**src/rtl/timer_pkg.sv**
```systemverilog
// Shared types and helpers for the BCD stopwatch/timer core.
// Holds the state encoding, nibble width and BCD saturation.
package timer_pkg;

  localparam int unsigned NIB_W   = 4;
  localparam int unsigned STATE_W = 3;

  typedef enum logic [STATE_W-1:0] {
    ST_IDLE  = 3'd0,
    ST_RUN   = 3'd1,
    ST_PAUSE = 3'd2,
    ST_SET   = 3'd3,
    ST_DONE  = 3'd4
  } state_t;

  // Clamp a keypad nibble into the legal BCD range.
  function automatic logic [3:0] bcd_sat(
    input logic [3:0] n
  );
    return (n > 4'd9) ? 4'd9 : n;
  endfunction

endpackage

```
**src/rtl/bcd_updown_digit.sv**
```systemverilog
// One BCD digit of the up/down count chain (combinational step).
// Ports: digit_i current value, en/carry_in step request, down
// direction; digit_o stepped value, carry_out ripple to next digit.
module bcd_updown_digit (
  input  logic [3:0] digit_i,
  input  logic       en,
  input  logic       down,
  input  logic       carry_in,
  output logic [3:0] digit_o,
  output logic       carry_out
);

  logic step;
  logic wrap;

  assign step = en & carry_in;
  assign wrap = down ? (digit_i == 4'd0)
                     : (digit_i == 4'd9);

  always_comb begin
    digit_o = digit_i;
    if (step) begin
      if (down)
        digit_o = wrap ? 4'd9 : digit_i - 4'd1;
      else
        digit_o = wrap ? 4'd0 : digit_i + 4'd1;
    end
  end

  assign carry_out = step & wrap;

endmodule

```
**src/rtl/bcd_timer_core.sv**
```systemverilog
// Stopwatch/timer control: FSM, prescaler, BCD count, limit, lap.
// Ports: clk/reset, command pulses, cmd_set level + set_val limit,
// mode_down; outputs count/lap BCD, state, running, done, tick_o.
module bcd_timer_core
  import timer_pkg::*;
#(
  parameter int DIGITS  = 4,
  parameter int CLK_DIV = 50000000,
  parameter int DIV_W   = 26
) (
  input  logic                  clk,
  input  logic                  reset,
  input  logic                  cmd_start,
  input  logic                  cmd_pause,
  input  logic                  cmd_clear,
  input  logic                  cmd_set,
  input  logic [4*DIGITS-1:0]   set_val,
  input  logic                  mode_down,
  input  logic                  cmd_lap,
  output logic [4*DIGITS-1:0]   count_bcd,
  output logic [4*DIGITS-1:0]   lap_bcd,
  output logic [STATE_W-1:0]    state_o,
  output logic                  running,
  output logic                  done,
  output logic                  tick_o
);

  localparam int W = NIB_W * DIGITS;
  localparam logic [DIV_W-1:0] DIV_MAX =
    DIV_W'(CLK_DIV - 1);

  state_t           state_q;
  logic [DIV_W-1:0] presc_q;
  logic [W-1:0]     count_q;
  logic [W-1:0]     lap_q;
  logic [W-1:0]     limit_q;
  logic             mode_q;
  logic             tick_q;

  logic [W-1:0]     cnt_step;
  logic [W-1:0]     set_sat;
  logic [DIGITS:0]  cy;
  logic             carry_unused;
  logic             tick_now;
  logic             done_hit;
  logic             lap_ok;
  logic [W-1:0]     start_cnt;
  state_t           start_st;

  assign tick_now = (state_q == ST_RUN) &&
                    (presc_q == DIV_MAX);

  assign cy[0] = 1'b1;

  for (genvar g = 0; g < DIGITS; g++) begin : g_dig
    bcd_updown_digit u_dig (
      .digit_i   (count_q[4*g +: 4]),
      .en        (tick_now),
      .down      (mode_q),
      .carry_in  (cy[g]),
      .digit_o   (cnt_step[4*g +: 4]),
      .carry_out (cy[g+1])
    );
  end

  // Full-width wrap is implicit in the digit chain.
  assign carry_unused = cy[DIGITS];

  always_comb begin
    set_sat = '0;
    for (int i = 0; i < DIGITS; i++)
      set_sat[4*i +: 4] = bcd_sat(set_val[4*i +: 4]);
  end

  // limit==0 in up mode means free-run, never done.
  assign done_hit = mode_q ? (cnt_step == '0)
                  : ((limit_q != '0) &&
                     (cnt_step == limit_q));

  // Common entry into RUN from IDLE, SET and DONE.
  assign start_cnt = mode_down ? limit_q : '0;
  assign start_st  = (mode_down && limit_q == '0)
                   ? ST_DONE : ST_RUN;

  assign lap_ok = (state_q == ST_RUN) ||
                  (state_q == ST_PAUSE) ||
                  (state_q == ST_DONE);

  always_ff @(posedge clk or posedge reset) begin
    if (reset) begin
      state_q <= ST_IDLE;
      presc_q <= '0;
      count_q <= '0;
      lap_q   <= '0;
      limit_q <= '0;
      mode_q  <= 1'b0;
      tick_q  <= 1'b0;
    end else begin
      tick_q <= 1'b0;
      if (cmd_lap && lap_ok)
        lap_q <= count_q;
      if (cmd_clear) begin
        state_q <= ST_IDLE;
        count_q <= '0;
        presc_q <= '0;
      end else begin
        unique case (state_q)
          ST_IDLE, ST_DONE: begin
            if (cmd_set) begin
              state_q <= ST_SET;
              limit_q <= set_sat;
              count_q <= set_sat;
            end else if (cmd_start) begin
              state_q <= start_st;
              count_q <= start_cnt;
              presc_q <= '0;
              mode_q  <= mode_down;
            end
          end
          ST_RUN: begin
            presc_q <= tick_now ? '0
                     : presc_q + DIV_W'(1);
            if (tick_now) begin
              count_q <= cnt_step;
              tick_q  <= 1'b1;
            end
            if (tick_now && done_hit)
              state_q <= ST_DONE;
            else if (cmd_pause)
              state_q <= ST_PAUSE;
          end
          ST_PAUSE: begin
            if (cmd_set) begin
              state_q <= ST_SET;
              limit_q <= set_sat;
              count_q <= set_sat;
            end else if (cmd_pause || cmd_start) begin
              state_q <= ST_RUN;
            end
          end
          ST_SET: begin
            if (cmd_set) begin
              limit_q <= set_sat;
              count_q <= set_sat;
            end else begin
              state_q <= start_st;
              count_q <= start_cnt;
              presc_q <= '0;
              mode_q  <= mode_down;
            end
          end
          default: state_q <= ST_IDLE;
        endcase
      end
    end
  end

  assign count_bcd = count_q;
  assign lap_bcd   = lap_q;
  assign state_o   = state_q;
  assign running   = (state_q == ST_RUN);
  assign done      = (state_q == ST_DONE);
  assign tick_o    = tick_q;

endmodule
```
**config.mk**
```make
export PLATFORM = sky130hd
export DESIGN_NAME = bcd_timer_core
export DESIGN_NICKNAME = d
export VERILOG_FILES = /design/src/rtl/timer_pkg.sv /design/src/rtl/bcd_updown_digit.sv /design/src/rtl/bcd_timer_core.sv
export SDC_FILE = /design/constraint.sdc
export NUM_CORES = 1
export LEC_CHECK = 0
export ABC_AREA = 1
export CAP_MARGIN = 20
export CORE_UTILIZATION = 45
export CTS_BUF_LIST = sky130_fd_sc_hd__clkbuf_8
export DETAILED_ROUTE_END_ITERATION = 16
export HOLD_SLACK_MARGIN = 0.05
export MAX_ROUTING_LAYER = met4
export PLACE_DENSITY = 0.76
export SLEW_MARGIN = 30
export SYNTH_ARGS = -nofsm -noshare
export SYNTH_HDL_FRONTEND = slang
export SYNTH_SLANG_ARGS = --single-unit
```
**constraint.sdc**
```tcl
create_clock -name clk -period 3.49 [get_ports clk]
set_input_delay 0.5235 -clock clk [delete_from_list [all_inputs] [get_ports clk]]
set_output_delay 0.5235 -clock clk [all_outputs]
set_load 0.1 [all_outputs]
```
==> metrics.cfg, run 1 <==
[yosys]
synth_top_cells_by_count = 227 x nand2_1, 110 x nor2_1, 104 x inv_1
synth_top_cell_by_area = dfrtp_1
syn_avg_cell_area_um2 = 6.63
post_synth_num_cell_types = 44
synthSimpleGateAreaFrac_pct = 36.7
ys_seq_elements = 79
yosys_warnings = 0
synth_adder_area_share_pct = 3.27
async_reset_ff_share_pct = 100
synthCells = 867
synth_xor_xnor_area_share_pct = 1.07
post-synth-top-area-fraction_pct = 34.4
synth_top_family_by_area = simple AND/OR/NAND/NOR gates
synth_nets = 906
synth_compound_area_share_pct = 16.0
synth_enable_flop_cells = 0
synthMuxAreaShare_pct = 0
ys.flop_type = dfrtp_1
yosysMostFrequentCell = nand2_1
seq_area_frac_synth_pct = 34.4
synth_area_leaders = dfrtp_1 34%, nand2_1 15%, nor2_1 7.2%
syn-cell-area_um2 = 5750

[grt]
grt_pass1_vias = 5453
antenna_found_initial = 0
grt_pass1_wl_mm = 28.9
overflow = 0
gr-usage-all-layers_pct = 29.5
grt_max_degree = 63

[clocking]
numCtsBuffers = 9
numClockSinks = 79
postCtsSetupBuffers = 0
cts_resized = 0
cts_buffer_depth = 2
cts-root-buf = clkbuf_8
clock_latency_ps = 380
h-tree-depth = 3
holdBufCountCts = 0
cts.clk_slew.worst_paths_ps = 80
cts_tree = yes

[route]
drt_drc_violations_left = 0
drt-initial-drc-count = 826
drtPass1Iterations = 7
wl_mm = 17.9
routed-via-count = 6209
ant_nets = 0
vias_per_cell = 5.60
wire_per_inst_um = 16.1

[min_path]
hp-start = lap_bcd[11]
hp-class = reg2reg

[die]
die_y_um = 115
die_x_um = 115
coreArea_um2 = 12200
fp-row-count = 40
start_util_pct = 47.1
ioPinCount = 62
dieArea_um2 = 13200

[critical_path]
path_max_fanout = 8
crit_path_end_kind = flop
cp.required_ps = 3770
startpoint = count_bcd[1]
worstSetupPathType = reg2reg
start_kind = flop
cp.arrival_ps = 3210
r2r_start = count_bcd[1]

[sta]
clock.fmax_mhz = 341
timing.final.ws_setup_ps = 554
worst_pin_slew_ps = 981
rsz0062_at_grt = no
hold_viol = 0
skew_ps = 7.12
tns_ps = 0
post-route-period-util_pct = 84.1
relSlewSlack_pct = 34.4
whs_ps = 484
fin_crit_ps = 2940
final_max_slew_viol_count = 0
setup_viol = 0

[power]
ir_drop_uv = 519
cellLeakagePower_nw = 3.11
power_density_nw_per_um2 = 836

[cells_and_area]
drive_above_1_share_pct = 6.59
fillers = 1282
finish.instance_area_um2 = 6790
synthToLayoutAreaGrowth_pct = 18.2
antenna_cells = 0
nets = 975
post-route-util_pct = 55.6

[flow_run]
maxCapViolations = 0

[placement]
gp_congestion = 1.00
placed_cell_area_um2 = 6620
dp_hpwl_mm = 13.7
port_buffers = 61
dp_slack_ps = 651

[run_status]
status = finished clean

-- where the power goes --
group          switching [W]  leakage [nW]  total (W)  internal (W)
registers           0.000256          1.06    0.00139       0.00113
clock network       0.000354        0.0977   0.000644      0.000290
logic                0.00267          1.96    0.00365      0.000977
-- path summary, 6_finish.rpt --
| check | to | slack (ps) | cells past startpoint |
|---|---|---|---|
| worst max-delay path | state_o[2] | 550 | 21 |
| worst min-delay path | lap_bcd[11] | 480 | 2 |
| worst max register to register | state_o[2] | 550 | 21 |
| worst min register to register | lap_bcd[11] | 480 | 2 |
| max in group asynchronous | presc_q[10] | 2270 | 3 |
| min in group asynchronous | lap_bcd[1] | 560 | 2 |
-- flip-flops by register name (all words and copies together) (netlist names) --
name / flops
tick_o: 1
presc_q: 26
limit_q: 16
lap_bcd: 16
mode_q: 1
state_o: 3
count_bcd: 16
-- through the flow --
stage / power (W) / cells
finish: 0.00568 / 1109
global placement: 0.00497 / 1093
global route: 0.00603 / 1109
floorplan: 0.00400 / 867
detailed placement: 0.00497 / 1093
CTS: 0.00562 / 1109
-- placed cells by master (no fill, tap or decap), types with 3 or more instances in the layout --
cell / instances
inv_1: 105
nand3_1: 79
inv_2: 4
nor3_1: 20
o32ai_1: 6
nand2_2: 9
a211oi_1: 9
clkbuf_8: 11
a21oi_1: 29
nand3b_1: 3
nor4_1: 4
clkinv_1: 3
nor2_4: 4
nor2_2: 4
nor2_1: 108
xor2_1: 3
nand4_1: 21
o21ai_0: 59
a221oi_1: 9
o21ai_1: 3
o22ai_1: 13
nand2_1: 227
ha_1: 15
xnor2_1: 4
o211ai_1: 8
dfrtp_1: 79
buf_4: 20
clkdlybuf4s50_1: 57
-- kinds of logic after synthesis --
family | Yosys count
adder cells (fa/ha/maj) | 15
flip-flops | 79
AO/OA/AOI/OAI | 151
buffers and inverters | 130
AND/OR/NAND/NOR | 485
XOR/XNOR | 7
-- critical path: stages, from the launching register on --
cell,delay (ps)
dfrtp_1,450
inv_1,210
ha_1,200
nand3_2,120
nand2_1,80
nand2_1,80
inv_2,150
nand3_4,130
nor2_4,160
nand3_1,140
nand2_1,170
nand2_1,90
nand2_1,100
nand2_1,60
nor2_1,90
nand3_1,80
nand2_1,110
nand2_1,100
nand2_1,90
nand2_2,80
nand2_1,70
o21ai_1,60
-- layer usage --
metal	global-route usage, %	vias to the layer above	part of all wire, %
li1	-	3028	-
met1	44.7	2842	48
met2	39.1	314	40
met3	4.38	25	9.5
met4	10.2	0	2.0
met5	-	-	0
-- final cells by class --
| type | count | area [µm²] | area share, % |
|---|---|---|---|
| clock buffers | 11 | 151 | 2.23 |
| clock inverters | 5 | 25.0 | 0.368 |
| inverters | 111 | 422 | 6.21 |
| multi-input cells | 658 | 3290 | 48.4 |
| flip-flops and latches | 79 | 1980 | 29.1 |
| well taps | 168 | 210 | 3.09 |
| repair buffers | 77 | 721 | 10.6 |
No activity file was read; power rests on OpenSTA's default activity.
==> inputs of run 2 (changes only) <==
--- a/config.mk
+++ b/config.mk
@@ -12,7 +12,7 @@
 export DETAILED_ROUTE_END_ITERATION = 16
 export HOLD_SLACK_MARGIN = 0.05
 export MAX_ROUTING_LAYER = met4
-export PLACE_DENSITY = 0.76
+export PLACE_DENSITY = 0.78
 export SLEW_MARGIN = 30
 export SYNTH_ARGS = -nofsm -noshare
 export SYNTH_HDL_FRONTEND = slang
==> constraint.sdc (replaced) <==
create_clock -name clk -period 2.5 [get_ports clk]
set_input_delay 0.375 -clock clk [delete_from_list [all_inputs] [get_ports clk]]
set_output_delay 0.375 -clock clk [all_outputs]
set_load 0.1 [all_outputs]
==> run 2 against run 1 <==
  * The run now ends with negative setup slack left
  * Critical path depth fell by 3
  * Non-clock buffer count rose by 113
  * Sequential share of layout area fell by 4.2 points
  * Wire length rose by 11%
  * Clock power rose by 60%
  * Sequential cell count did not move
  * Critical path type unchanged
  * Core utilization rose by 10 points
  * Fmax rose by 13%
  * Via count rose by 8.5%
  * Register-to-register slack got worse by 650 ps
  * Clock-buffer cell count fell by 1
==> metrics.cfg, run 2 (same netlist as run 1, synthesis figures left out) <==
[critical_path]
worstSetupPathType = reg2reg
start_kind = flop
cp.arrival_ps = 2860
path_max_fanout = 4
cp_top_family = simple AND/OR/NAND/NOR gates
crit_path_end_kind = flop
slowest_delay_ps = 410
cp.required_ps = 2770
cp_slowest_cell = dfrtp_1
crit_chain = ha_4 -> nand3_2 -> buf_4 -> nor2_1 -> nand2_1 -> nor2_4 -> buf_4 -> nand4_1 -> nand2_2 -> nand3_1 -> nor2_1 -> nand2_1 -> a21oi_2 -> nand2_2 -> nand2_2 -> nand2_1 -> nand2_1 -> o21bai_2
path_buf_inv = 2
r2r_start = presc_q[0]
startpoint = presc_q[0]
crit_top_cell = nand2_1

[power]
ir_drop_uv = 729
power_density_nw_per_um2 = 1140
cellLeakagePower_nw = 3.76
p_total_w = 0.00922

[clocking]
cts_buffer_depth = 2
cts_tree = yes
clock_latency_ps = 390
numCtsBuffers = 9
cts.clk_slew.worst_paths_ps = 100
numClockSinks = 79
h-tree-depth = 3
cts-root-buf = clkbuf_8

[route]
drtPass1Iterations = 5
wl_mm = 19.8
drt-initial-drc-count = 711
vias_per_cell = 5.51
wire_per_inst_um = 16.2
routed-via-count = 6737
drt_drc_violations_left = 0
ant_nets = 0

[sta]
relSlewSlack_pct = 49.0
worst_pin_slew_ps = 761
clock.fmax_mhz = 385
post-route-period-util_pct = 104
timing.final.ws_setup_ps = -95.6
tns_ps = -256
setup_viol = 3
rsz0062_at_grt = yes
skew_ps = 12.6
hold_viol = 0
fin_crit_ps = 2600
final_max_slew_viol_count = 0

[cells_and_area]
final-instance-count-excl-fill = 1222
regMostFlops = presc_q
fillers = 1124
largest_reg_flops = 26
drive_above_1_share_pct = 29.7
final_common_cell = nand2_1
antenna_cells = 0
mostFrequentLayoutCells = 188 x nand2_1, 160 x buf_4, 100 x nor2_1
nets = 1088
synthToLayoutAreaGrowth_pct = 40.3

[flow_run]
maxCapViolations = 0

[die]
ioPinCount = 62
die_x_um = 115
start_util_pct = 47.1
fp-row-count = 40
dieArea_um2 = 13200
coreArea_um2 = 12200
die_y_um = 115

[grt]
grt_max_degree = 48
grt_pass1_wl_mm = 31.4
overflow = 0
antenna_found_initial = 0
gr-usage-all-layers_pct = 32.1
grt_pass1_vias = 6025

[min_path]
hp-class = in2async

[placement]
dp_hpwl_mm = 14.8
dp.cells = 1184
gp_congestion = 1.03
dp_slack_ps = -141
port_buffers = 61

[run_status]
status = complete, but fails checks
violations = negative setup slack

-- run 2: area by class of cell --
class	instances	area, µm²	area share, %
Sequential cell	79	2010	24.9
Timing Repair Buffer	190	1550	19.2
Tap cell	168	210	2.61
Multi-Input combinational cell	658	3660	45.4
Clock inverter	6	67.6	0.838
Inverter	111	432	5.35
Clock buffer	10	138	1.71
-- run 2: power breakdown --
part	leakage (nW)	total [W]	internal [W]	switching (W)
logic	2.64	0.00621	0.00204	0.00416
registers	1.03	0.00198	0.00161	0.000373
clock network	0.0989	0.00103	0.000492	0.000535
total	3.76	0.00922	0.00415	0.00507
-- run 2: what timing repair did --
item	4_1_cts	5_1_grt
hold buffers	0	0
gates resized for setup	29	69
pin swaps	5	24
setup endpoints to repair	4	35
setup buffers	6	16
-- run 2: path summary, 6_finish.rpt --
kind	to	cells past startpoint	slack, ps
min in group clk	lap_bcd[10]	2	490
worst max register to register	state_o[1]	18	-100
worst min-delay path	lap_bcd[2]	2	340
worst max-delay path	state_o[1]	18	-100
worst min register to register	lap_bcd[10]	2	490
max in group asynchronous	count_bcd[1]	3	1580
-- run 2: per-layer routing --
metal	vias up	routed length [µm]	track usage, %
met5	-	0	-
met4	0	381	10.3
met3	30	1710	5.17
met2	318	8130	42.9
met1	3125	9600	48.4
li1	3264	-	-
-- run 2: per-stage QoR --
stage | hold slack (ps) | cell area, µm² | util [%]
global placement | 466 | 7340 | 60.1
CTS | 339 | 7700 | 63.0
floorplan | 441 | 5830 | -
global route | 365 | 8060 | 66.0
detailed placement | 475 | 7350 | 60.2
finish | 337 | 8060 | 66.0
